==> src/rtl/fetch_sequencer.sv <==
// ============================================================================
// Module   : fetch_sequencer
// Purpose  : Instruction fetch controller. It owns the program counter and
//            fetches an opcode byte plus 0-2 operand bytes over a req/ack
//            memory port. It then presents the opcode and operand to the
//            decoder and holds them until the decoder reports completion.
//            PC loads for jumps and branches are accepted together with
//            instruction_done.
// Ports    : clk, reset           - clock, asynchronous active-high reset
//            mem_addr/mem_req     - fetch address and request (held to ack)
//            mem_ack/mem_rdata    - memory byte handshake
//            instruction_out      - latched opcode
//            addr_out             - latched operand {hi,lo}
//            operand_len          - operand bytes fetched (0/1/2)
//            instruction_ready    - opcode/operand valid for the decoder
//            instruction_done     - decoder finished the current instruction
//            pc_load/_value       - replace the next PC (with done only)
//            halt                 - stop before the next opcode fetch
//            pc                   - current program counter
//            busy                 - low only while halted
// Revision : 1.0 - initial release
// ============================================================================
`default_nettype none

module fetch_sequencer #(
  parameter int                    ADDR_WIDTH = 16,
  parameter int                    REG_WIDTH  = 8,
  parameter logic [ADDR_WIDTH-1:0] RESET_PC   = 16'h0600
) (
  input  logic                  clk,
  input  logic                  reset,
  output logic [ADDR_WIDTH-1:0] mem_addr,
  output logic                  mem_req,
  input  logic                  mem_ack,
  input  logic [REG_WIDTH-1:0]  mem_rdata,
  output logic [REG_WIDTH-1:0]  instruction_out,
  output logic [ADDR_WIDTH-1:0] addr_out,
  output logic [1:0]            operand_len,
  output logic                  instruction_ready,
  input  logic                  instruction_done,
  input  logic                  pc_load,
  input  logic [ADDR_WIDTH-1:0] pc_load_value,
  input  logic                  halt,
  output logic [ADDR_WIDTH-1:0] pc,
  output logic                  busy
);

  // The operand is assembled as {hi,lo}, so the address is two data bytes.
  localparam logic [ADDR_WIDTH-1:0] PC_ONE = ADDR_WIDTH'(1);

  typedef enum logic [2:0] {
    FETCH_OP = 3'd0,
    FETCH_LO = 3'd1,
    FETCH_HI = 3'd2,
    ISSUE    = 3'd3,
    HALTED   = 3'd4
  } state_t;

  state_t                  state;
  state_t                  state_next;
  logic [ADDR_WIDTH-1:0]   pc_next;
  logic [ADDR_WIDTH-1:0]   mem_addr_next;
  logic                    mem_req_next;
  logic [REG_WIDTH-1:0]    instr_next;
  logic [ADDR_WIDTH-1:0]   addr_next;
  logic [1:0]              len_next;
  logic                    ready_next;
  logic                    busy_next;

  // Operand byte count decoded from the opcode; earlier rules take priority.
  function automatic logic [1:0] op_len(input logic [REG_WIDTH-1:0] op);
    logic [2:0] b;
    logic [1:0] c;
    b = op[4:2];
    c = op[1:0];
    if (op == REG_WIDTH'(8'h20)) begin
      op_len = 2'd2;
    end else if (op == REG_WIDTH'(8'h00) || op == REG_WIDTH'(8'h40) ||
                 op == REG_WIDTH'(8'h60)) begin
      op_len = 2'd0;
    end else if (b == 3'b011 || b == 3'b111) begin
      op_len = 2'd2;
    end else if (b == 3'b110) begin
      op_len = (c == 2'b01) ? 2'd2 : 2'd0;
    end else if (b == 3'b010) begin
      op_len = (c == 2'b01) ? 2'd1 : 2'd0;
    end else begin
      op_len = 2'd1;
    end
  endfunction

  always_ff @(posedge clk or posedge reset) begin
    if (reset) begin
      state             <= FETCH_OP;
      pc                <= RESET_PC;
      mem_req           <= 1'b0;
      mem_addr          <= '0;
      instruction_out   <= '0;
      addr_out          <= '0;
      operand_len       <= 2'd0;
      instruction_ready <= 1'b0;
      busy              <= 1'b0;
    end else begin
      state             <= state_next;
      pc                <= pc_next;
      mem_req           <= mem_req_next;
      mem_addr          <= mem_addr_next;
      instruction_out   <= instr_next;
      addr_out          <= addr_next;
      operand_len       <= len_next;
      instruction_ready <= ready_next;
      busy              <= busy_next;
    end
  end

  // All outputs are registered: the comb block computes next values only.
  always_comb begin
    state_next    = state;
    pc_next       = pc;
    mem_req_next  = mem_req;
    mem_addr_next = mem_addr;
    instr_next    = instruction_out;
    addr_next     = addr_out;
    len_next      = operand_len;
    ready_next    = instruction_ready;

    case (state)
      FETCH_OP: begin
        if (!mem_req) begin
          // Entry cycle: this is the only place halt is honoured, and any
          // ack arriving here (e.g. straight after reset) is ignored.
          if (halt) begin
            state_next = HALTED;
          end else begin
            mem_req_next  = 1'b1;
            mem_addr_next = pc;
          end
        end else if (mem_ack) begin
          instr_next = mem_rdata;
          addr_next  = '0;
          len_next   = op_len(mem_rdata);
          pc_next    = pc + PC_ONE;
          if (op_len(mem_rdata) == 2'd0) begin
            state_next   = ISSUE;
            mem_req_next = 1'b0;
            ready_next   = 1'b1;
          end else begin
            // Keep the request up so the operand fetch costs no idle cycle.
            state_next    = FETCH_LO;
            mem_addr_next = pc + PC_ONE;
          end
        end
      end

      FETCH_LO: begin
        if (mem_req && mem_ack) begin
          addr_next[REG_WIDTH-1:0] = mem_rdata;
          pc_next = pc + PC_ONE;
          if (operand_len == 2'd2) begin
            state_next    = FETCH_HI;
            mem_addr_next = pc + PC_ONE;
          end else begin
            state_next   = ISSUE;
            mem_req_next = 1'b0;
            ready_next   = 1'b1;
          end
        end
      end

      FETCH_HI: begin
        if (mem_req && mem_ack) begin
          addr_next[REG_WIDTH +: REG_WIDTH] = mem_rdata;
          pc_next      = pc + PC_ONE;
          state_next   = ISSUE;
          mem_req_next = 1'b0;
          ready_next   = 1'b1;
        end
      end

      ISSUE: begin
        if (instruction_done) begin
          ready_next = 1'b0;
          state_next = FETCH_OP;
          if (pc_load) begin
            pc_next = pc_load_value;
          end
        end
      end

      HALTED: begin
        if (!halt) begin
          state_next = FETCH_OP;
        end
      end

      default: begin
        state_next   = FETCH_OP;
        mem_req_next = 1'b0;
        ready_next   = 1'b0;
      end
    endcase

    busy_next = (state_next != HALTED);
  end

endmodule

`default_nettype wire

==> config.mk <==
export PLATFORM = sky130hd
export DESIGN_NAME = fetch_sequencer
export DESIGN_NICKNAME = d
export VERILOG_FILES = /design/src/rtl/fetch_sequencer.sv
export SDC_FILE = /design/constraint.sdc
export NUM_CORES = 1
export LEC_CHECK = 0
export CAP_MARGIN = 30
export CORE_UTILIZATION = 48
export CTS_BUF_LIST = sky130_fd_sc_hd__clkbuf_8 sky130_fd_sc_hd__clkbuf_16
export DETAILED_ROUTE_END_ITERATION = 10
export PLACE_DENSITY_LB_ADDON = 0.15
export SLEW_MARGIN = 20
export SYNTH_ARGS = -nofsm -noshare
export SYNTH_HDL_FRONTEND = slang
export SYNTH_SLANG_ARGS = --single-unit
==> constraint.sdc <==
create_clock -name clk -period 2.6 [get_ports clk]
set_input_delay 0.65 -clock clk [delete_from_list [all_inputs] [get_ports clk]]
set_output_delay 0.65 -clock clk [all_outputs]
set_load 0.01 [all_outputs]
Word level (Yosys, flattened, before mapping). Cells that the tools add are included. Widths: inputs -> output; s select.

Bits in registers: 64. Word-level logic and storage cells: 113.

Muxes and demuxes: 54. Equality and inequality tests: 27. Bitwise operators: 2. Add/sub/neg operators: 1. Reduce and logical (&&, ||, !) cells: 19.

Operators with widths (number): $mux 16 (13); $pmux 16 s3 (1); $pmux 16 s2 (1); $pmux 8 s2 (2); $mux 3 (7); $mux 2 (9); $ne 2x2->1 const B (9); $mux 1 (17); $add 16x1->16 const B (1); $eq 8x7->1 const B (2); $pmux 3 s5 (1); $eq 3x2->1 const B (4); $ne 3x3->1 const B (4); $reduce_and 4->1 (3); $reduce_and 6->1 (2); $eq 3x3->1 const B (3); $eq 8x6->1 const B (1); $logic_not 8->1 (1); $mux 8 (1); $reduce_and 8->1 (1); $pmux 1 s5 (1); $pmux 1 s4 (1); $reduce_bool 2->1 (2); $reduce_or 2->1 (2); other kinds (11) (14).

Logic depth before layout (Yosys ltp).
Word-level depth: 16. Mapped depth: 7. Depth with buffers taken out: 6.

Worst setup path after synthesis. No wires, ideal clock.

Path kind: input-to-reg. Start: input port mem_rdata[1]. End: register mem_addr[0]. Arrival: 2.133 ns. Stages: 6. Required time: 2.475 ns. Library setup time: 0.125 ns. Setup slack: 0.342 ns. Buffers on the path: 1. Path through: nor4_2 > and3_2 > nor3b_2 > o41ai_4 > buf_6 > mux2_4.

Longest elaborated chain between the ends: 13.

Ends and longest elaborated chain: start: declaration (RTL line 35) `input logic [REG_WIDTH-1:0] mem_rdata,`; $eq 2x1->1 (RTL line 84, 86); $mux 1 (RTL line 86) `op_len = (c == 2'b01) ? 2'd1 : 2'd0;`; $mux 1 (RTL line 85) `end else if (b == 3'b010) begin`; $mux 2 (RTL line 83) `end else if (b == 3'b110) begin`; $mux 2 (RTL line 81) `end else if (b == 3'b011 || b == 3'b111) begin`; $mux 2 (RTL line 78) `end else if (op == REG_WIDTH'(8'h00) || op == REG_WIDTH'(8'h40) ||`; $mux 2 * (RTL line 76) `if (op == REG_WIDTH'(8'h20)) begin`; $mux 2 * (RTL line 138) `end else if (mem_ack) begin`; $mux 2 * (RTL line 129) `if (!mem_req) begin`; $mux 2 * (RTL line 127) `case (state)`; $logic_not 2->1 * (RTL line 143) `if (op_len(mem_rdata) == 2'd0) begin`; $ne 3x3->1 (no line) *; $reduce_and 6->1 (no line) *; end signal: assignment (RTL line 107) `mem_addr <= mem_addr_next;`; end: declaration (RTL line 32) `output logic [ADDR_WIDTH-1:0] mem_addr,`.

Mark *: on every way between the ends. The rest lies on a longest branch, timed or not. The select of a mux whose other input is x is not followed. A chain may end at the register's enable or synchronous reset.

Worst setup path after layout.
Start: input port mem_rdata[1]. End: register mem_addr[10].

The elaborated chain is that of the path after synthesis.

==> Implementation_results.wiki <==
{| class="wikitable"
! Metric !! Value
|-
| Result of the run || finished, final reports clean
|-
| Largest driver fanout on the critical path || 8
|-
| CTS H-tree lvls || 3
|-
| Clock network latency to the later pin of the worst-skew pair || 350 ps
|-
| Initial core utilization || 49.52%
|-
| Worst Max-Slew Pin Slew || 547.9 ps
|-
| Worst hold slack after final layout || 479.9 ps
|-
| Post-synth cell types || 51
|-
| Syn_area_per_cell || 9.642 µm²
|-
| Commonest non-fill, non-tap cell in the layout || sky130_fd_sc_hd__clkdlybuf4s50_1
|-
| Post-Layout Cell Count || 536
|-
| Row cnt || 30
|-
| Wire length of the first global-routing pass || 13.90 mm
|-
| Leak Pwr || 2.014 nW
|-
| Endpoints failing hold || 0
|-
| Pin count of the biggest net entering global routing || 65
|-
| Accumulated negative setup slack || 0 ps
|-
| Final GP Congestion || 0.8154
|-
| Boundary Pins || 91
|-
| Fraction of synthesized cell area taken by the top area cell type || 46.37%
|-
| Final-report setup violation count || 0
|-
| TritonCTS Buffers || 9
|-
| Top FF cell, synth || sky130_fd_sc_hd__dfrtp_1
|-
| DR vias/cell || 5.446
|-
| 1st-pass router iterations || 4
|-
| Drc violations || 0
|-
| Critical Path Sink Type || flip-flop
|-
| Yosys warning count || 0
|-
| Fraction of met3 tracks used by global routing || 4.280%
|-
| Via count || 2,919
|-
| Start point of the critical path || mem_rdata[1]
|-
| Global route hottest layer || met2
|-
| Fraction of final layout cells sized beyond drive strength 1 || 16.23%
|-
| Die area || 7308 µm²
|-
| Global-route total usage across every layer || 24.68%
|-
| Met2 demand-to-capacity share in global routing || 36.51%
|-
| Number of input and output port buffers inserted || 90
|-
| Die height || 85.49 µm
|-
| Number of buffers on the longest clock path || 2
|-
| HP Class || reg2reg
|-
| HP Start || addr_out[1]
|-
| Number of setup buffers added after CTS || 0
|-
| RSZ-0062 raised after global routing || false
|-
| Cell-by-cell trace of the critical path || clkdlybuf4s50_1 > nor4_2 > and3_2 > nor3b_2 > o41ai_4 > buf_4 > mux2_2
|-
| Die width || 85.49 µm
|-
| Sum of overflow across all layers after global routing || 0
|-
| # clock sinks || 64
|-
| Initial antenna violation count || 0
|-
| Met1 Track Usage GR || 35.12%
|-
| Worst slack, placed || -172.8 ps
|-
| Core Footprint || 6756 µm²
|-
| CP Buf/Inv Count || 2
|-
| Share of synthesized area occupied by flip-flops and latches || 47.94%
|-
| Number of flip-flops and latches in the synthesized netlist || 64
|-
| Via count of the first global-routing pass || 2,865
|-
| End-of-flow core utilization || 69.09%
|-
| Top library cells by usage in the layout, fill and taps aside || sky130_fd_sc_hd__clkdlybuf4s50_1, sky130_fd_sc_hd__dfrtp_1, sky130_fd_sc_hd__nand2_1
|-
| Final design instance area without fill || 4668 µm²
|-
| CP peak stage delay || 530 ps
|-
| Worst IR drop on VDD || 0.0007561 V
|-
| Number of cells after detailed placement || 520
|-
| Detailed placer's ending HPWL || 5.903 mm
|-
| Hold_buf cts || 0
|-
| Critical Path Source Type || input pin
|-
| CTS tree || done
|-
| Dominant cells by area after synthesis || sky130_fd_sc_hd__dfrtp_1, sky130_fd_sc_hd__nand2_1, sky130_fd_sc_hd__mux2_2, sky130_fd_sc_hd__o21ai_0, sky130_fd_sc_hd__mux2_4
|-
| Launch instance of the worst register-to-register path || pc[0]
|-
| Crit path time final || 2400 ps
|-
| Highest clock rate || 0.4167 GHz
|-
| Resized cells post-CTS || 0
|-
| Final period util || 92.30%
|-
| Number of pins exceeding their max-slew limit in the final report || 0
|-
| Final layout net count || 482
|-
| Area growth, synth to finish || 39.53%
|-
| Final Routed Wirelength || 8.503 mm
|-
| CP Class || in2reg
|-
| Post-route total power || 5.843 mW
|-
| Worst relative slew slack || 63.14%
|-
| Max-cap check violation count || 0
|-
| Async S/R FF share, synth || 100.0%
|-
| Arrival time of the worst setup path || 2630 ps
|-
| Initial DRC Count || 178
|-
| Instance area at placement || 4454 µm²
|-
| Endpoint required time on the critical path || 2830 ps
|-
| Number of enable flip-flop cells after synthesis || 0
|-
| Highest-delay cell along the critical path || sky130_fd_sc_hd__clkdlybuf4s50_1
|-
| DRT antenna net count || 0
|-
| Smallest setup slack after layout || 200.1 ps
|-
| Leading area contributor after synthesis || sky130_fd_sc_hd__dfrtp_1
|-
| Cell area after technology mapping || 3346 µm²
|-
| Clock Pin Slew Worst Setup and Hold Paths || 70 ps
|-
| Clock tree root driver cell || sky130_fd_sc_hd__clkbuf_8
|-
| Average detailed-routed wire length per instance || 15.86 µm
|-
| Power Density || 1252 nW/µm²
|-
| Post-synth net total || 378
|-
| Antenna Diode Count || 0
|-
| Gate Count Post-Synth || 347
|-
| Maximum clock skew at final layout || 6.211 ps
|-
| Family of cells with the greatest summed delay on the critical path || buffers and inverters
|}
[power breakdown]
group	switching, mW	total [mW]	internal [mW]	leakage [nW]
Clock	0.387	0.941	0.554	0.120
Sequential	0.469	1.93	1.46	0.781
Combinational	1.29	2.97	1.68	1.11
Total	2.15	5.84	3.69	2.01
[cell type report]
cell class              instances  area [µm²]
clock inverters                 6       76.32
inverters                       6       22.52
multi-input cells             257        1629
clock buffers                  10       137.6
repair buffers                113        1099
fillers                       533        2088
well taps                      80       100.1
flip-flops and latches         64        1604
[flip-flops by register name, indices dropped and copies added (netlist names)]
signal             flops
addr_out              16
busy                   1
instruction_out        8
instruction_ready      1
mem_addr              16
mem_req                1
operand_len            2
pc                    16
state                  3
[synthesized netlist by cell type, types with 3 or more instances]
library cell,n
sky130_fd_sc_hd__nor4_1,3
sky130_fd_sc_hd__o21ai_0,31
sky130_fd_sc_hd__nand2_1,61
sky130_fd_sc_hd__nor3_1,4
sky130_fd_sc_hd__o22ai_1,5
sky130_fd_sc_hd__buf_2,6
sky130_fd_sc_hd__inv_1,6
sky130_fd_sc_hd__nand3_1,14
sky130_fd_sc_hd__xnor2_1,14
sky130_fd_sc_hd__mux2_2,15
sky130_fd_sc_hd__a2bb2oi_1,3
sky130_fd_sc_hd__nor2_1,21
sky130_fd_sc_hd__dfrtp_1,62
sky130_fd_sc_hd__a21oi_1,25
sky130_fd_sc_hd__clkbuf_1,12
sky130_fd_sc_hd__nand2b_1,7
sky130_fd_sc_hd__nand4_1,3
sky130_fd_sc_hd__mux2_4,10
sky130_fd_sc_hd__a22oi_1,6
[layer usage]
layer	vias up	share of wire, %
li1	1427	-
met1	1386	49
met2	87	44
met3	19	4.3
met4	0	2.4
met5	-	0
[logic make-up (layout without fill, tap and decap cells)]
group / count (synthesis) / count (layout) / synth area share [%]
mux: 26 / 26 / 9.835
simple gates: 130 / 130 / 18.74
xor+xnor: 15 / 15 / 3.927
fa+ha+maj: 1 / 1 / 0.3739
buf+inv: 26 / 135 / 3.366
compound gates: 85 / 85 / 15.82
flops: 64 / 64 / 47.94
[path summary, 6_finish.rpt]
path / end / slack (ps) / cells after the start
worst max register to register: mem_addr[12] / 390 / 6
worst max-delay path: mem_addr[10] / 200 / 7
worst min-delay path: addr_out[1] / 480 / 2
worst min register to register: addr_out[1] / 480 / 2
max in group asynchronous: pc[10] / 1580 / 3
min in group asynchronous: instruction_ready / 700 / 3
[tightest hold or removal path, delay by kind of cell (launching register included)]
family	cells	cell delay (ps)
and+or+nand+nor	1	50
DFF	1	340
AOI/OAI and AO/OA	1	60
Power figures use the tool's default switching activity.
